## config.mk

```make
export PLATFORM = sky130hd
export DESIGN_NAME = rr_priority_encoder_flat
export DESIGN_NICKNAME = d
export VERILOG_FILES = /design/src/rtl/enc_pkg.sv /design/src/rtl/rr_priority_encoder_if.sv /design/src/rtl/rr_priority_encoder_pick.sv /design/src/rtl/rr_priority_encoder.sv /design/src/flat_wrapper.sv
export SDC_FILE = /design/constraint.sdc
export NUM_CORES = 1
export LEC_CHECK = 0
export CAP_MARGIN = 20
export CORE_AREA = 2 2 39 41
export DETAILED_ROUTE_END_ITERATION = 12
export DIE_AREA = 0 0 41 43
export MAX_ROUTING_LAYER = met4
export PLACE_DENSITY = 0.75
export SKIP_LAST_GASP = 1
export SLEW_MARGIN = 20
export SYNTH_ARGS = -nofsm -noshare
export SYNTH_HDL_FRONTEND = slang
export SYNTH_SLANG_ARGS = --single-unit
```

## constraint.sdc

```tcl
create_clock -name clk -period 3.6 [get_ports clk]
set_input_delay 0.72 -clock clk [delete_from_list [all_inputs] [get_ports clk]]
set_output_delay 0.72 -clock clk [all_outputs]
set_load 0.05 [all_outputs]
```

## src/rtl/enc_pkg.sv

```systemverilog
// Shared definitions for the encoder/decoder family: default width,
// result-slot state encoding and a multi-hot detector.
package enc_pkg;

  localparam int DEFAULT_N = 4;
  localparam int MAX_N     = 64;

  // Result-slot state; out_valid is simply (state == ST_FULL).
  typedef enum logic {
    ST_EMPTY = 1'b0,
    ST_FULL  = 1'b1
  } state_t;

  // True when more than one bit is set (popcount > 1); callers zero-extend to MAX_N.
  function automatic logic multi_hot(input logic [MAX_N-1:0] v);
    return (v & (v - MAX_N'(1))) != '0;
  endfunction

endpackage

```

## src/rtl/rr_priority_encoder_if.sv

```systemverilog
// Request/result port bundle for rr_priority_encoder.
// Handshake: a result transfers on a clk edge where out_valid && out_ready;
// out_valid, out_idx and out_multi stay stable while out_valid && !out_ready.
interface rr_priority_encoder_if #(
  parameter int N = enc_pkg::DEFAULT_N
);
  localparam int W = $clog2(N);

  logic         enable;
  logic [N-1:0] req;
  logic         out_ready;
  logic         out_valid;
  logic [W-1:0] out_idx;
  logic         out_multi;

  // Encoder side.
  modport master (
    input  enable, req, out_ready,
    output out_valid, out_idx, out_multi
  );

  // Request source / result consumer side.
  modport slave (
    output enable, req, out_ready,
    input  out_valid, out_idx, out_multi
  );
endinterface

```

## src/rtl/rr_priority_encoder_pick.sv

```systemverilog
// Round-robin pick: first set req bit at or after ptr, wrapping modulo N.
// Purely combinational: rotate down by ptr, find first set, add ptr back.
module rr_pick
  import enc_pkg::*;
#(
  parameter int N = DEFAULT_N,
  localparam int W = $clog2(N)
) (
  input  logic [N-1:0] req,
  input  logic [W-1:0] ptr,
  output logic [W-1:0] sel,
  output logic         any
);

  logic [2*N-1:0] dbl;
  logic [N-1:0]   rot;
  logic [W-1:0]   off;

  always_comb begin
    dbl = {req, req} >> ptr;
    rot = dbl[N-1:0];
    off = '0;
    // Descending scan so the lowest set bit wins.
    for (int i = N - 1; i >= 0; i--) begin
      if (rot[i]) off = W'(i);
    end
    // N is a power of two, so W-bit addition wraps modulo N.
    sel = off + ptr;
    any = |req;
  end

endmodule

```

## src/rtl/rr_priority_encoder.sv

```systemverilog
// Registered round-robin priority encoder with a valid/ready result port.
// Holds the priority pointer, the one-entry result slot and its handshake.
module rr_priority_encoder
  import enc_pkg::*;
#(
  parameter int N = DEFAULT_N,
  localparam int W = $clog2(N)
) (
  input  logic                        clk,
  input  logic                        rst,
  rr_priority_encoder_if.master       bus,
  output state_t                      dbg_state
);

  state_t       state, next_state;
  logic [W-1:0] ptr;
  logic [W-1:0] idx_q;
  logic         multi_q;
  logic [W-1:0] sel;
  logic         any;
  logic         slot_free;
  logic         capture;

  rr_pick #(.N(N)) u_pick (
    .req (bus.req),
    .ptr (ptr),
    .sel (sel),
    .any (any)
  );

  always_comb begin
    slot_free  = (state == ST_EMPTY) || bus.out_ready;
    capture    = bus.enable && any && slot_free;
    next_state = state;
    case (state)
      ST_EMPTY: if (capture) next_state = ST_FULL;
      ST_FULL:  if (bus.out_ready && !capture) next_state = ST_EMPTY;
      default:  next_state = ST_EMPTY;
    endcase
  end

  always_ff @(posedge clk) begin
    if (rst) begin
      state   <= ST_EMPTY;
      ptr     <= '0;
      idx_q   <= '0;
      multi_q <= 1'b0;
    end else begin
      state <= next_state;
      // Pointer moves only on capture, never on accept.
      if (capture) begin
        idx_q   <= sel;
        multi_q <= multi_hot(MAX_N'(bus.req));
        ptr     <= sel + W'(1);
      end
    end
  end

  assign bus.out_valid = (state == ST_FULL);
  assign bus.out_idx   = idx_q;
  assign bus.out_multi = multi_q;
  assign dbg_state     = state;

endmodule

```

## src/flat_wrapper.sv

```systemverilog
// flat-port wrapper written by rule: the top's interface ports become plain ports
module rr_priority_encoder_flat import enc_pkg::*;
#(
  parameter int N = DEFAULT_N,
  localparam int W = $clog2(N)
)
  (clk, rst, dbg_state, bus_enable, bus_req, bus_out_ready, bus_out_valid, bus_out_idx, bus_out_multi);
  rr_priority_encoder_if #(.N(N)) bus_i ();
  input  logic clk;
  input  logic rst;
  output state_t dbg_state;
  input wire logic [$bits(bus_i.enable)-1:0] bus_enable;
  input wire logic [$bits(bus_i.req)-1:0] bus_req;
  input wire logic [$bits(bus_i.out_ready)-1:0] bus_out_ready;
  output wire logic [$bits(bus_i.out_valid)-1:0] bus_out_valid;
  output wire logic [$bits(bus_i.out_idx)-1:0] bus_out_idx;
  output wire logic [$bits(bus_i.out_multi)-1:0] bus_out_multi;
  assign bus_i.enable = bus_enable;
  assign bus_i.req = bus_req;
  assign bus_i.out_ready = bus_out_ready;
  assign bus_out_valid = bus_i.out_valid;
  assign bus_out_idx = bus_i.out_idx;
  assign bus_out_multi = bus_i.out_multi;
  rr_priority_encoder #(.N(N)) u_core (.clk(clk), .rst(rst), .bus(bus_i), .dbg_state(dbg_state));
endmodule
```

==> flow_metrics.py, run 1 <==
metrics = {
    "pwr": {
        "switching_share": 0.387,
        "power_density_nw_per_um2": 458,
        "p_sw_uw": 114,
        "power.leakage_uw": 0.000255,
        "power.share.sequential": 0.326,
        "comb_power_share": 0.463,
        "power_frac_clock": 0.211,
        "p_int_uw": 181,
        "peakVddDrop_mv": 0.178,
    },
    "job": {
        "maxCapViolations": 0,
    },
    "synth": {
        "syn-num-nets": 69,
        "synthFlopType": "dfxtp_1",
        "synth.avg_cell_area_um2": 8.63,
        "synth_edf_count": 0,
        "synthDistinctLibCells": 34,
        "synth_top_cell_by_area": "dfxtp_1",
        "synth.yosys.seq_area_share": 0.232,
        "ys_seq_elements": 6,
        "yosysWarnings": 0,
        "syn_area_um2": 518,
        "synth_area_leaders": "dfxtp_1 (23%), nor2_1 (5.1%), buf_4 (4.3%), buf_6 (4.3%), o31ai_4 (4.1%)",
        "synth_top_area_frac": 0.232,
        "netlist_instances": 60,
        "async_flop_share": 0,
    },
    "clock_network": {
        "cts_sinks": 6,
        "clockBufferDepth": 2,
        "clk_pin_slew_worst_paths_ps": 40,
        "htreeDepth": 1,
        "clk_latency_ps": 240,
        "post-cts-setup-buffers": 0,
        "hold_buffers": 0,
        "ctsResizeCount": 0,
        "cts_tree": "built",
        "numCtsBuffers": 3,
        "root_buffer": "clkbuf_4",
    },
    "detailed_routing": {
        "viasPerCell": 5.15,
        "drtPass1Iterations": 2,
        "detail_route.wirelength_mm": 1.03,
        "drc": 0,
        "drt_iter0_markers": 2,
        "routed-via-count": 448,
        "post_drt_wl_per_cell_um": 11.9,
        "ant_nets": 0,
    },
    "setup_path": {
        "rr_startpoint": "u_core.ptr[0]",
        "cp-start-kind": "primary input",
        "required_ps": 3730,
        "critPathTopFamily": "simple AND/OR/NAND/NOR gates",
        "path_class": "in2reg",
        "cp_max_fo": 8,
        "slowest_delay_ps": 630,
        "crit_chain": "clkdlybuf4s50_1 -> nor2_1 -> or4_2 -> nand3_1 -> ha_1 -> xnor2_1 -> nor3_1 -> o21ai_2 -> mux2_4",
        "crit_path_start": "bus_req[3]",
        "cpMaxStageDelayCell": "clkdlybuf4s50_1",
        "cp_num_buf_inv": 1,
        "cp_data_arrival_time_ps": 3150,
        "endpoint_kind": "flip-flop",
    },
    "timing": {
        "skew_ps": 2.70,
        "slew_headroom": 0.621,
        "setup_viol": 0,
        "rsz0062_at_grt": "no",
        "hold_violations": 0,
        "tns_ps": 0,
        "finalMaxSlewViolations": 0,
        "clock.fmax_mhz": 331,
        "tightest_slew_ps": 568,
        "period_share": 0.840,
        "fin_crit_ps": 3020,
        "worst_slack_ps": 577,
    },
    "final_layout": {
        "instances_no_fill": 87,
        "diodes": 0,
        "nets": 82,
        "drive_gt1_frac": 0.197,
        "syn_to_final_growth_pct": 24.6,
        "fill_cells": 137,
    },
    "place": {
        "dp_hpwl_um": 786,
        "place_congestion": 0.757,
        "place_inst": 84,
        "portBuffers": 12,
        "dp_slack_ps": 324,
    },
    "floorplan": {
        "core_area_um2": 1380,
        "die-area_um2": 1760,
        "rows": 14,
        "die_width_um": 41,
        "initial_utilization": 0.374,
        "dieHeight_um": 43,
        "io_pins": 13,
    },
    "global_route": {
        "antenna_found_initial": 0,
        "overflow": 0,
        "grt_pass1_vias": 387,
        "track_usage": 0.139,
        "grt_max_degree": 12,
        "grt_pass1_wl_mm": 1.63,
    },
    "worst_hold_path": {
        "hp-start": "u_core.bus.out_multi",
        "holdCritPathClass": "reg2reg",
    },
    "status": {
        "outcome": "completed",
    },
}
==> kinds of logic (layout without fill, tap and decap cells) <==
group | Yosys count | count (layout) | synth area share
adders and majority gates | 2 | 2 | 0.0435
DFF | 6 | 6 | 0.232
xor gates and xnor gates | 2 | 2 | 0.0338
and+or+nand+nor | 24 | 24 | 0.263
muxes | 3 | 3 | 0.0676
AOI/OAI and AO/OA | 15 | 15 | 0.249
buffers and inverters | 8 | 19 | 0.111
==> sequential cells by signal, summed over array words and instances (netlist names) <==
signal                count
u_core.bus.out_idx        2
u_core.ptr                2
u_core.bus.out_multi      1
u_core.bus.out_valid      1
==> cells in the mapped netlist (all sizes together), types with 2 or more instances <==
cell type / number
nand3: 2
buf: 5
mux2i: 2
nand2: 2
nand2b: 2
nor3: 2
dfxtp: 6
nor2: 8
a21oi: 2
xnor2: 2
o31ai: 2
inv: 2
nand3b: 2
o21ai: 5
==> final cells by class <==
type	instances	area [µm²]	share of cell area
Timing Repair Buffer	14	135	0.209
Inverter	2	7.51	0.0116
Sequential cell	6	120	0.186
Tap cell	16	20.0	0.0310
Clock buffer	3	22.5	0.0349
Multi-Input combinational cell	46	340	0.527
==> power by group through the flow <==
stage | Sequential, µW | Combinational [µW] | Clock (µW)
6_report | 96.2 | 137 | 62.4
5_1_grt | 98.0 | 150 | 68.7
2_1_floorplan | 103 | 103 | 0
3_3_place_gp | 95.8 | 134 | 0
4_1_cts | 95.8 | 138 | 65.0
3_5_place_dp | 97.1 | 137 | 0
==> path summary, 6_finish.rpt <==
check | end | slack (ps) | depth (start not counted)
max | u_core.ptr[1] | 580 | 9
min | u_core.bus.out_multi | 490 | 2
max reg2reg | u_core.ptr[1] | 1240 | 7
min reg2reg | u_core.bus.out_multi | 490 | 2
==> routing by layer <==
metal,global-route usage,vias to the layer above,part of all wire
met3,0.0209,2,0.045
met1,0.181,197,0.49
li1,-,237,-
met2,0.197,12,0.45
met5,-,-,0
met4,0.0800,0,0.015
==> through the flow <==
step | hold WS, ps | utilization | instance area, µm² | total power [µW]
final | 491 | 0.467 | 646 | 295
after global routing | 530 | 0.467 | 646 | 317
after CTS | 501 | 0.467 | 646 | 299
after detailed placement | 490 | 0.450 | 623 | 234
after global placement | 480 | 0.450 | 623 | 230
after floorplan | 614 | - | 518 | 206
==> worst reg2reg max path, cell delays in order (launching register included) <==
cell and delay, ps:
dfxtp_1 400, or4_2 690, nand3_1 120, ha_1 270, xnor2_1 220, nor3_1 80, o21ai_2 170, mux2_4 310
==> placed cells by master (no fill, tap or decap), types with 3 or more instances in the layout <==
cell and count:
clkbuf_4 3, clkdlybuf4s50_1 12, dfxtp_1 6, nor2_1 7, o21ai_0 4
Note: power is estimated with default switching activity, not from simulation.
==> run 2: changes to the inputs <==
Clock period 3.6 ns to 3.1 ns, I/O delays scaled along.
==> run 2 against run 1 <==
Compared with the run above:
- sequential power up 15%
- utilization grew 1.1 points
- count of clock-buffer cells in the layout unchanged
- cell count up 2.3%
- first-iteration DRC count increased to 4.0 times the previous value
- combinational power up 17%
- critical path depth did not move
- wire length down 5.1%
- highest routed layer unchanged
==> flow_metrics.py, run 2 (synthesized netlist as in run 1, its figures left out) <==
metrics = {
    "setup_path": {
        "cp_max_fo": 4,
        "path_class": "in2reg",
        "cpMaxStageDelayCell": "or4_2",
        "cp-start-kind": "primary input",
        "slowest_delay_ps": 530,
        "crit_chain": "clkdlybuf4s50_1 -> nor2_1 -> or4_2 -> nand3_1 -> ha_1 -> xnor2_1 -> nor3_1 -> o21ai_2 -> mux2_4",
        "endpoint_kind": "flip-flop",
        "required_ps": 3220,
        "ff2ff_setup_slack_ps": 730,
        "cp_num_buf_inv": 1,
        "cp_data_arrival_time_ps": 2910,
        "critPathTopFamily": "simple AND/OR/NAND/NOR gates",
    },
    "timing": {
        "tns_ps": 0,
        "period_share": 0.901,
        "setup_viol": 0,
        "fin_crit_ps": 2790,
        "hold_violations": 0,
        "slew_headroom": 0.630,
        "worst_slack_ps": 306,
        "clock.fmax_mhz": 358,
        "tightest_slew_ps": 554,
        "rsz0062_at_grt": "no",
        "finalMaxSlewViolations": 0,
        "skew_ps": 5.60,
    },
    "detailed_routing": {
        "drtPass1Iterations": 4,
        "ant_nets": 0,
        "detail_route.wirelength_um": 980,
        "post_drt_wl_per_cell_um": 11.0,
        "drc": 0,
        "routed-via-count": 480,
        "drt_iter0_markers": 8,
        "viasPerCell": 5.39,
    },
    "floorplan": {
        "core_area_um2": 1380,
        "initial_utilization": 0.374,
        "io_pins": 13,
        "rows": 14,
        "dieHeight_um": 43,
        "die_width_um": 41,
        "die-area_um2": 1760,
    },
    "clock_network": {
        "clockBufferDepth": 2,
        "clk_latency_ps": 240,
        "hold_buffers": 0,
        "clk_pin_slew_worst_paths_ps": 40,
        "post-cts-setup-buffers": 0,
        "root_buffer": "clkbuf_4",
        "cts_tree": "built",
        "cts_sinks": 6,
        "numCtsBuffers": 3,
        "htreeDepth": 1,
        "ctsResizeCount": 0,
    },
    "place": {
        "dp_hpwl_um": 774,
        "place_inst": 86,
        "dp_slack_ps": 76.2,
        "portBuffers": 12,
        "place_area_um2": 638,
        "place_congestion": 0.699,
    },
    "final_layout": {
        "nets": 84,
        "final_area_um2": 661,
        "final_cell_mix": "clkdlybuf4s50_1 (12), nor2_1 (7), dfxtp_1 (6), o21ai_0 (4), buf_4 (4)",
        "diodes": 0,
        "instances_no_fill": 89,
        "fill_cells": 144,
        "drive_gt1_frac": 0.219,
        "mostFrequentLayoutCell": "clkdlybuf4s50_1",
        "post-route-util": 0.477,
        "syn_to_final_growth_pct": 27.5,
    },
    "job": {
        "maxCapViolations": 0,
    },
    "global_route": {
        "grt_pass1_wl_mm": 1.74,
        "overflow": 0,
        "grt_pass1_vias": 451,
        "track_usage": 0.141,
        "antenna_found_initial": 0,
        "grt_max_degree": 12,
    },
    "pwr": {
        "power.leakage_uw": 0.000265,
        "peakVddDrop_mv": 0.333,
        "power_density_nw_per_um2": 515,
    },
    "status": {
        "outcome": "completed",
    },
    "worst_hold_path": {
        "holdCritPathClass": "reg2reg",
    },
}
run 2: cell count changes in the layout (fill, tap and decap cells not counted), sizes merged:
cell | before | now
buf | 2 | 4
run 2: path summary, 6_finish.rpt:
path                              from              endpoint  cells past startpoint
setup / recovery            bus_req[1]         u_core.ptr[1]                      9
hold / removal    u_core.bus.out_multi  u_core.bus.out_multi                      2
setup reg to reg         u_core.ptr[0]         u_core.ptr[1]                      7
hold reg to reg   u_core.bus.out_multi  u_core.bus.out_multi                      2
run 2: worst reg2reg max path, stage by stage, from the launching register on:
cell	delay, ps
dfxtp_1	390
or4_2	690
nand3_1	120
ha_1	260
xnor2_1	230
nor3_1	80
o21ai_2	170
mux2_4	300
run 2: per-layer routing:
layer  track usage  part of all wire  up-vias
li1              -                 -      240
met1         0.183              0.48      226
met2         0.209              0.45       12
met3        0.0209             0.042        2
met4        0.0600             0.021        0
met5             -                 0        -
run 2: final cells by class:
| type | count | area [µm²] | share of cell area |
|---|---|---|---|
| clock buffers | 3 | 22.5 | 0.0341 |
| inverters | 2 | 7.51 | 0.0114 |
| multi-input cells | 46 | 340 | 0.515 |
| flip-flops and latches | 6 | 120 | 0.182 |
| well taps | 16 | 20.0 | 0.0303 |
| repair buffers | 16 | 150 | 0.227 |
run 2: through the flow:
stage | power (µW) | hold WS (ps)
2_1_floorplan | 239 | 614
3_3_place_gp | 270 | 478
3_5_place_dp | 273 | 487
4_1_cts | 344 | 499
5_1_grt | 371 | 529
6_report | 340 | 491
run 2: report_power, final:
| part | internal [µW] | total, µW | leakage (µW) | switching [µW] |
|---|---|---|---|---|
| Combinational | 78.0 | 160 | 0.000202 | 82.2 |
| Clock | 43.6 | 68.9 | 0.0000138 | 25.3 |
| Sequential | 90.2 | 111 | 0.0000497 | 20.9 |
| Total | 212 | 340 | 0.000265 | 128 |
